File: src/rtl/kgp_control_unit.sv
// KGP-RISC multicycle control FSM: sequences IF/ID/EX/MEM/WB and drives datapath strobes.
// Define CTRL_PERF_EN to build the retired-instruction counter behind instret.
module kgp_control_unit #(
    parameter logic [3:0] ADD_FUNC = 4'h0,
    parameter logic [5:0] HALT_OPC = 6'h3F
) (
    input  logic        clk,
    input  logic        reset,
    input  logic        run,
    input  logic [31:0] ir,
    output logic        readim,
    output logic        ldir,
    output logic        ldnpc,
    output logic        ldA,
    output logic        ldB,
    output logic        ldimm,
    output logic [1:0]  opcond,
    output logic        alusel1,
    output logic        alusel2,
    output logic        aluen,
    output logic        ldaluout,
    output logic [3:0]  alufunc,
    output logic        regwrite,
    output logic        writedmem,
    output logic        readdmem,
    output logic        ldlmd,
    output logic        selwb,
    output logic        branch,
    output logic        ldpc,
    output logic        halted,
    output logic        illegal,
    output logic [31:0] instret
);

    typedef enum logic [2:0] {
        S_IDLE, S_IF, S_ID, S_EX, S_MEM, S_WB, S_HALT, S_ERR
    } state_t;

    state_t state, state_n;

    logic [5:0] op;
    logic       is_r, is_alui, is_lw, is_sw, is_br, is_bc, is_halt, is_legal;
    logic [1:0] cond;
    logic       ir_unused;

    assign op       = ir[31:26];
    assign cond     = op[1:0];
    assign is_halt  = (op == HALT_OPC);
    assign is_r     = (op == 6'b000000);
    assign is_alui  = (op[5:3] == 3'b001);
    assign is_lw    = (op == 6'b010000);
    assign is_sw    = (op == 6'b010001);
    assign is_br    = (op == 6'b100000);
    assign is_bc    = (op[5:2] == 4'b1000) && (op[1:0] != 2'b00);
    assign is_legal = is_r | is_alui | is_lw | is_sw | is_br | is_bc;
    assign ir_unused = &{1'b0, ir[25:4]};

    always_ff @(posedge clk or posedge reset) begin
        if (reset) state <= S_IDLE;
        else       state <= state_n;
    end

    always_comb begin
        state_n   = state;
        readim    = 1'b0;
        ldir      = 1'b0;
        ldnpc     = 1'b0;
        ldA       = 1'b0;
        ldB       = 1'b0;
        ldimm     = 1'b0;
        opcond    = 2'b00;
        alusel1   = 1'b0;
        alusel2   = 1'b0;
        aluen     = 1'b0;
        ldaluout  = 1'b0;
        alufunc   = 4'h0;
        regwrite  = 1'b0;
        writedmem = 1'b0;
        readdmem  = 1'b0;
        ldlmd     = 1'b0;
        selwb     = 1'b0;
        branch    = 1'b0;
        ldpc      = 1'b0;
        halted    = 1'b0;
        illegal   = 1'b0;
        unique case (state)
            S_IDLE: if (run) state_n = S_IF;
            S_IF: begin
                readim  = 1'b1;
                ldir    = 1'b1;
                ldnpc   = 1'b1;
                state_n = S_ID;
            end
            S_ID: begin
                ldA   = 1'b1;
                ldB   = 1'b1;
                ldimm = 1'b1;
                if (is_halt)        state_n = S_HALT;
                else if (!is_legal) state_n = S_ERR;
                else                state_n = S_EX;
            end
            S_EX: begin
                state_n = S_MEM;
                unique case (1'b1)
                    is_r: begin
                        alusel1  = 1'b1;
                        aluen    = 1'b1;
                        ldaluout = 1'b1;
                        alufunc  = ir[3:0];
                    end
                    is_alui: begin
                        alusel1  = 1'b1;
                        alusel2  = 1'b1;
                        aluen    = 1'b1;
                        ldaluout = 1'b1;
                        alufunc  = {1'b0, op[2:0]};
                    end
                    is_lw, is_sw: begin
                        alusel1  = 1'b1;
                        alusel2  = 1'b1;
                        aluen    = 1'b1;
                        ldaluout = 1'b1;
                        alufunc  = ADD_FUNC;
                    end
                    is_bc: begin
                        alusel2  = 1'b1;
                        aluen    = 1'b1;
                        ldaluout = 1'b1;
                        alufunc  = ADD_FUNC;
                        opcond   = cond;
                    end
                    default: ;
                endcase
            end
            S_MEM: begin
                unique case (1'b1)
                    is_lw: begin
                        readdmem = 1'b1;
                        ldlmd    = 1'b1;
                        state_n  = S_WB;
                    end
                    is_sw: begin
                        writedmem = 1'b1;
                        ldpc      = 1'b1;
                    end
                    is_bc: begin
                        opcond = cond;
                        ldpc   = 1'b1;
                    end
                    is_br: begin
                        branch = 1'b1;
                        ldpc   = 1'b1;
                    end
                    default: state_n = S_WB;
                endcase
                if (ldpc) state_n = run ? S_IF : S_IDLE;
            end
            S_WB: begin
                regwrite = 1'b1;
                selwb    = !is_lw;
                ldpc     = 1'b1;
                state_n  = run ? S_IF : S_IDLE;
            end
            S_HALT: halted = 1'b1;
            S_ERR:  illegal = 1'b1;
            default: state_n = S_IDLE;
        endcase
    end

`ifdef CTRL_PERF_EN
    // Counts on the ldpc edge, so it reflects instructions actually retired.
    logic [31:0] cnt;
    always_ff @(posedge clk or posedge reset) begin
        if (reset)     cnt <= 32'h0;
        else if (ldpc) cnt <= cnt + 32'h1;
    end
    assign instret = cnt;
`else
    assign instret = 32'h0;
`endif

endmodule

File: config.mk
export PLATFORM = sky130hd
export DESIGN_NAME = kgp_control_unit
export DESIGN_NICKNAME = d
export VERILOG_FILES = /design/src/rtl/kgp_control_unit.sv
export SDC_FILE = /design/constraint.sdc
export NUM_CORES = 1
export LEC_CHECK = 0
export BUFFER_PORTS_ARGS = -buffer_cell sky130_fd_sc_hd__buf_2
export CAP_MARGIN = 20
export CORE_ASPECT_RATIO = 1.5
export CORE_MARGIN = 3
export CORE_UTILIZATION = 35
export CTS_CLUSTER_SIZE = 28
export DETAILED_ROUTE_END_ITERATION = 6
export HOLD_SLACK_MARGIN = 0.03
export PLACE_DENSITY_LB_ADDON = 0.12
export SKIP_LAST_GASP = 1
export SYNTH_ARGS = -nofsm -noshare
export SYNTH_HDL_FRONTEND = slang
export SYNTH_SLANG_ARGS = --single-unit
File: constraint.sdc
create_clock -name clk -period 3.44 [get_ports clk]
set_clock_uncertainty 0.15 [all_clocks]
set_input_delay 0.344 -clock clk [delete_from_list [all_inputs] [get_ports clk]]
set_output_delay 0.344 -clock clk [all_outputs]
set_load 0.05 [all_outputs]
==> impl_metrics.prom <==
# TYPE chip_impl_metric gauge
chip_impl_info{name="run_status",value="complete, no violations"} 1
chip_impl_info{name="netlist.top_cell.by_area",value="sky130_fd_sc_hd__buf_4"} 1
chip_impl_metric{name="yosys-mux-area-fraction",unit="%"} 0
chip_impl_info{name="crit_path_start_kind",value="flip-flop"} 1
chip_impl_metric{name="ctsResizeCount",unit=""} 0
chip_impl_metric{name="core_region_area",unit="um2"} 1926
chip_impl_metric{name="ir_worst_vdd",unit="mV"} 0.4230
chip_impl_metric{name="postSynthRegisterBits",unit=""} 3
chip_impl_metric{name="cts_inserted_buffers",unit=""} 3
chip_impl_info{name="synth_top_cells_by_area",value="sky130_fd_sc_hd__buf_4, sky130_fd_sc_hd__dfrtp_1, sky130_fd_sc_hd__nor2_1"} 1
chip_impl_metric{name="grt_util_all_layers",unit="%"} 11.67
chip_impl_metric{name="floorplan.initialDensity",unit="%"} 39.12
chip_impl_info{name="layout_common_cells",value="sky130_fd_sc_hd__buf_2, sky130_fd_sc_hd__conb_1, sky130_fd_sc_hd__nor2_1, sky130_fd_sc_hd__nand2_1"} 1
chip_impl_metric{name="route.detailed.wl_per_inst",unit="um"} 10.69
chip_impl_metric{name="finish.net_count",unit=""} 177
chip_impl_info{name="worstPathCellList",value="nand2b_1, or2_4, or3_4, o22ai_1, buf_2"} 1
chip_impl_metric{name="clk_pin_slew_worst_paths",unit="ps"} 40
chip_impl_metric{name="synth_largest_type_area_fraction",unit="%"} 37.87
chip_impl_metric{name="dieHeight",unit="um"} 62.82
chip_impl_metric{name="postLayoutCoreUtil",unit="%"} 42.63
chip_impl_info{name="worst_setup_path_start",value="state[2]"} 1
chip_impl_metric{name="grt_pass1_vias",unit=""} 603
chip_impl_metric{name="post-cts-setup-buffer-count",unit=""} 0
chip_impl_metric{name="yosysSeqAreaShare",unit="%"} 9.967
chip_impl_metric{name="synth.avg_cell_area",unit="um2"} 6.847
chip_impl_metric{name="critical_path_required",unit="ps"} 2950
chip_impl_info{name="largestRegisters",value="state (3)"} 1
chip_impl_metric{name="antenna-diode-count",unit=""} 0
chip_impl_metric{name="io_buffer_count",unit=""} 37
chip_impl_metric{name="ctsHoldBuffers",unit=""} 1
chip_impl_metric{name="dp_wirelength",unit="um"} 1412
chip_impl_metric{name="critPathMaxStageDelay",unit="ps"} 480
chip_impl_metric{name="worst_pin_slew",unit="ps"} 624.6
chip_impl_metric{name="die_x",unit="um"} 43.88
chip_impl_metric{name="synth_adder_area_share",unit="%"} 0
chip_impl_metric{name="globalRouteOverflowTotal",unit=""} 0
chip_impl_metric{name="first_iter_violations",unit=""} 5
chip_impl_metric{name="cap_violations",unit=""} 0
chip_impl_metric{name="layout-area-overhead-vs-synth",unit="%"} 8.970
chip_impl_metric{name="final_hold_viol_count",unit=""} 0
chip_impl_info{name="timing.setup.critical_path_class",value="reg -> out"} 1
chip_impl_info{name="top_register",value="state"} 1
chip_impl_info{name="tritoncts",value="done"} 1
chip_impl_metric{name="globalplace.congestion",unit=""} 0.7264
chip_impl_info{name="timing.critical_path.slowest_stage_cell",value="sky130_fd_sc_hd__dfrtp_1"} 1
chip_impl_metric{name="initial_antenna_violation_count",unit=""} 0
chip_impl_metric{name="finalWorstPathRequiredPeriod",unit="ps"} 2528
chip_impl_metric{name="grt_start_max_net_pins",unit=""} 13
chip_impl_metric{name="finalSetupViolCount",unit=""} 0
chip_impl_metric{name="share_of_final_layout_standard_cells_stronger_than_drive_strength_1",unit="%"} 35.46
chip_impl_metric{name="final_min_period_over_clock_period",unit="%"} 73.48
chip_impl_metric{name="yosysWarnings",unit=""} 0
chip_impl_metric{name="cts-root-to-sink-buffers",unit=""} 2
chip_impl_metric{name="core.rowCount",unit=""} 19
chip_impl_info{name="rr_startpoint",value="state[2]"} 1
chip_impl_metric{name="detail_route.vias_per_cell",unit=""} 4.481
chip_impl_metric{name="fillCellCount",unit=""} 219
chip_impl_metric{name="power-per-cell-area",unit="nW/um2"} 755.2
chip_impl_metric{name="ioPinCount",unit=""} 92
chip_impl_metric{name="largest_register_ff_count",unit=""} 3
chip_impl_info{name="end_kind",value="primary output"} 1
chip_impl_metric{name="critPathMaxFanout",unit=""} 12
chip_impl_metric{name="finalMaxSlewViolations",unit=""} 0
chip_impl_metric{name="timing.critical_path.arrival",unit="ps"} 2030
chip_impl_metric{name="drt_first_pass_iters",unit=""} 4
chip_impl_info{name="clock-root-buffer",value="sky130_fd_sc_hd__clkbuf_4"} 1
chip_impl_metric{name="maxSlewHeadroom",unit="%"} 58.02
chip_impl_metric{name="cts.sinks",unit=""} 3
chip_impl_metric{name="route.detailed.drc",unit=""} 0
chip_impl_metric{name="grt_first_pass_wirelength",unit="um"} 2580
chip_impl_metric{name="setup_total_negative_slack",unit="ps"} 0
chip_impl_metric{name="postRouteAntennaNets",unit=""} 0
chip_impl_metric{name="synth_xor_area_share",unit="%"} 0
chip_impl_metric{name="synth_compound_gate_area_share",unit="%"} 17.11
chip_impl_metric{name="design.die.area",unit="um2"} 2756
chip_impl_metric{name="vias",unit=""} 726
chip_impl_metric{name="syn-cell-area",unit="um2"} 753.2
chip_impl_metric{name="postSynthCellCount",unit=""} 110
chip_impl_info{name="rsz0062_at_grt",value="false"} 1
chip_impl_info{name="synth_top_family_by_area",value="buffers and inverters"} 1
chip_impl_metric{name="htree_levels",unit=""} 1
chip_impl_metric{name="postRouteWirelength",unit="um"} 1732
chip_impl_metric{name="netlist-cell-type-count",unit=""} 32
chip_impl_info{name="final_common_cell",value="sky130_fd_sc_hd__buf_2"} 1
chip_impl_metric{name="achievable-frequency",unit="MHz"} 395.6
chip_impl_metric{name="synthSimpleGateAreaFrac",unit="%"} 30.90
chip_impl_metric{name="leakage_power_total",unit="nW"} 0.4577
chip_impl_metric{name="later_pin_clock_latency_in_the_skew_report",unit="ps"} 230
chip_impl_info{name="hold_path_class",value="in -> async"} 1
==> cell families after synthesis <==
kind of cell / count (synthesis)
AOI/OAI and AO/OA: 18
buffers and inverters: 45
DFF: 3
other: 1
and+or+nand+nor: 43
==> worst max-delay path, delay by kind of cell (launching register included) <==
| kind | cells | cell delay, ps |
|---|---|---|
| and+or+nand+nor | 3 | 880 |
| AOI/OAI and AO/OA | 1 | 160 |
| buffers and inverters | 1 | 290 |
| DFF | 1 | 480 |
==> power by group <==
| group | switching [mW] | internal, mW |
|---|---|---|
| Sequential | 0.0418 | 0.0534 |
| Clock | 0.0164 | 0.0433 |
| Combinational | 0.360 | 0.105 |
| Total | 0.418 | 0.202 |
==> synth_stat cells <==
master,instances
sky130_fd_sc_hd__a2111oi_2,1
sky130_fd_sc_hd__a21boi_0,1
sky130_fd_sc_hd__a21boi_1,1
sky130_fd_sc_hd__a21oi_1,2
sky130_fd_sc_hd__a21oi_2,1
sky130_fd_sc_hd__a22oi_1,3
sky130_fd_sc_hd__a31o_2,1
sky130_fd_sc_hd__and2_1,2
sky130_fd_sc_hd__and3_2,2
sky130_fd_sc_hd__buf_2,1
sky130_fd_sc_hd__buf_4,38
sky130_fd_sc_hd__clkbuf_1,3
sky130_fd_sc_hd__conb_1,1
sky130_fd_sc_hd__dfrtp_1,3
sky130_fd_sc_hd__inv_1,2
sky130_fd_sc_hd__inv_2,1
sky130_fd_sc_hd__nand2_1,8
sky130_fd_sc_hd__nand2b_1,4
sky130_fd_sc_hd__nand3_1,1
sky130_fd_sc_hd__nand4_1,1
sky130_fd_sc_hd__nand4bb_1,1
sky130_fd_sc_hd__nor2_1,15
sky130_fd_sc_hd__nor3_1,2
sky130_fd_sc_hd__nor3b_1,3
sky130_fd_sc_hd__nor4_1,1
sky130_fd_sc_hd__nor4_2,1
sky130_fd_sc_hd__o211ai_1,1
sky130_fd_sc_hd__o21ai_0,4
sky130_fd_sc_hd__o22ai_1,2
sky130_fd_sc_hd__o32ai_1,1
sky130_fd_sc_hd__or2_4,1
sky130_fd_sc_hd__or3_4,1
==> layer usage <==
| metal | global-route usage [%] | share of wire [%] |
|---|---|---|
| met2 | 19.53 | 50 |
| met1 | 13.34 | 39 |
| met3 | 2.594 | 11 |
| met5 | 0 | 0 |
| met4 | 5.660 | 0.69 |
==> worst paths after layout <==
check	endpoint	slack, ps	cells past startpoint
worst min register to register	state[1]	550	2
max in group asynchronous	state[0]	2630	3
worst max-delay path	ldaluout	910	5
min in group clk	state[0]	380	4
worst min-delay path	state[2]	380	3
worst max register to register	state[0]	2090	3
==> area by class of cell <==
class | count | area [um2] | share of cell area [%]
Multi-Input combinational cell | 93 | 486.7 | 59.30
Timing Repair Buffer | 38 | 195.2 | 23.78
Sequential cell | 3 | 75.07 | 9.146
Clock buffer | 4 | 26.28 | 3.201
Tap cell | 21 | 26.28 | 3.201
Inverter | 3 | 11.26 | 1.372
==> metrics by stage <==
| stage | hold slack [ps] | power [mW] | std cells | setup WS (ps) | instance area (um2) |
|---|---|---|---|---|---|
| after detailed placement | 59.87 | 0.5607 | 157 | 1162 | 784.5 |
| final | 376.4 | 0.6199 | 162 | 912.2 | 820.8 |
| after global placement | 58.33 | 0.5592 | 157 | 1177 | 784.5 |
| after CTS | 362.2 | 0.6254 | 162 | 905.0 | 820.8 |
| after floorplan | -52.36 | 0.5289 | 141 | 427.8 | 874.6 |
| after global routing | 399.6 | 0.6646 | 162 | 830.3 | 820.8 |
Power figures use the tool's default switching activity.
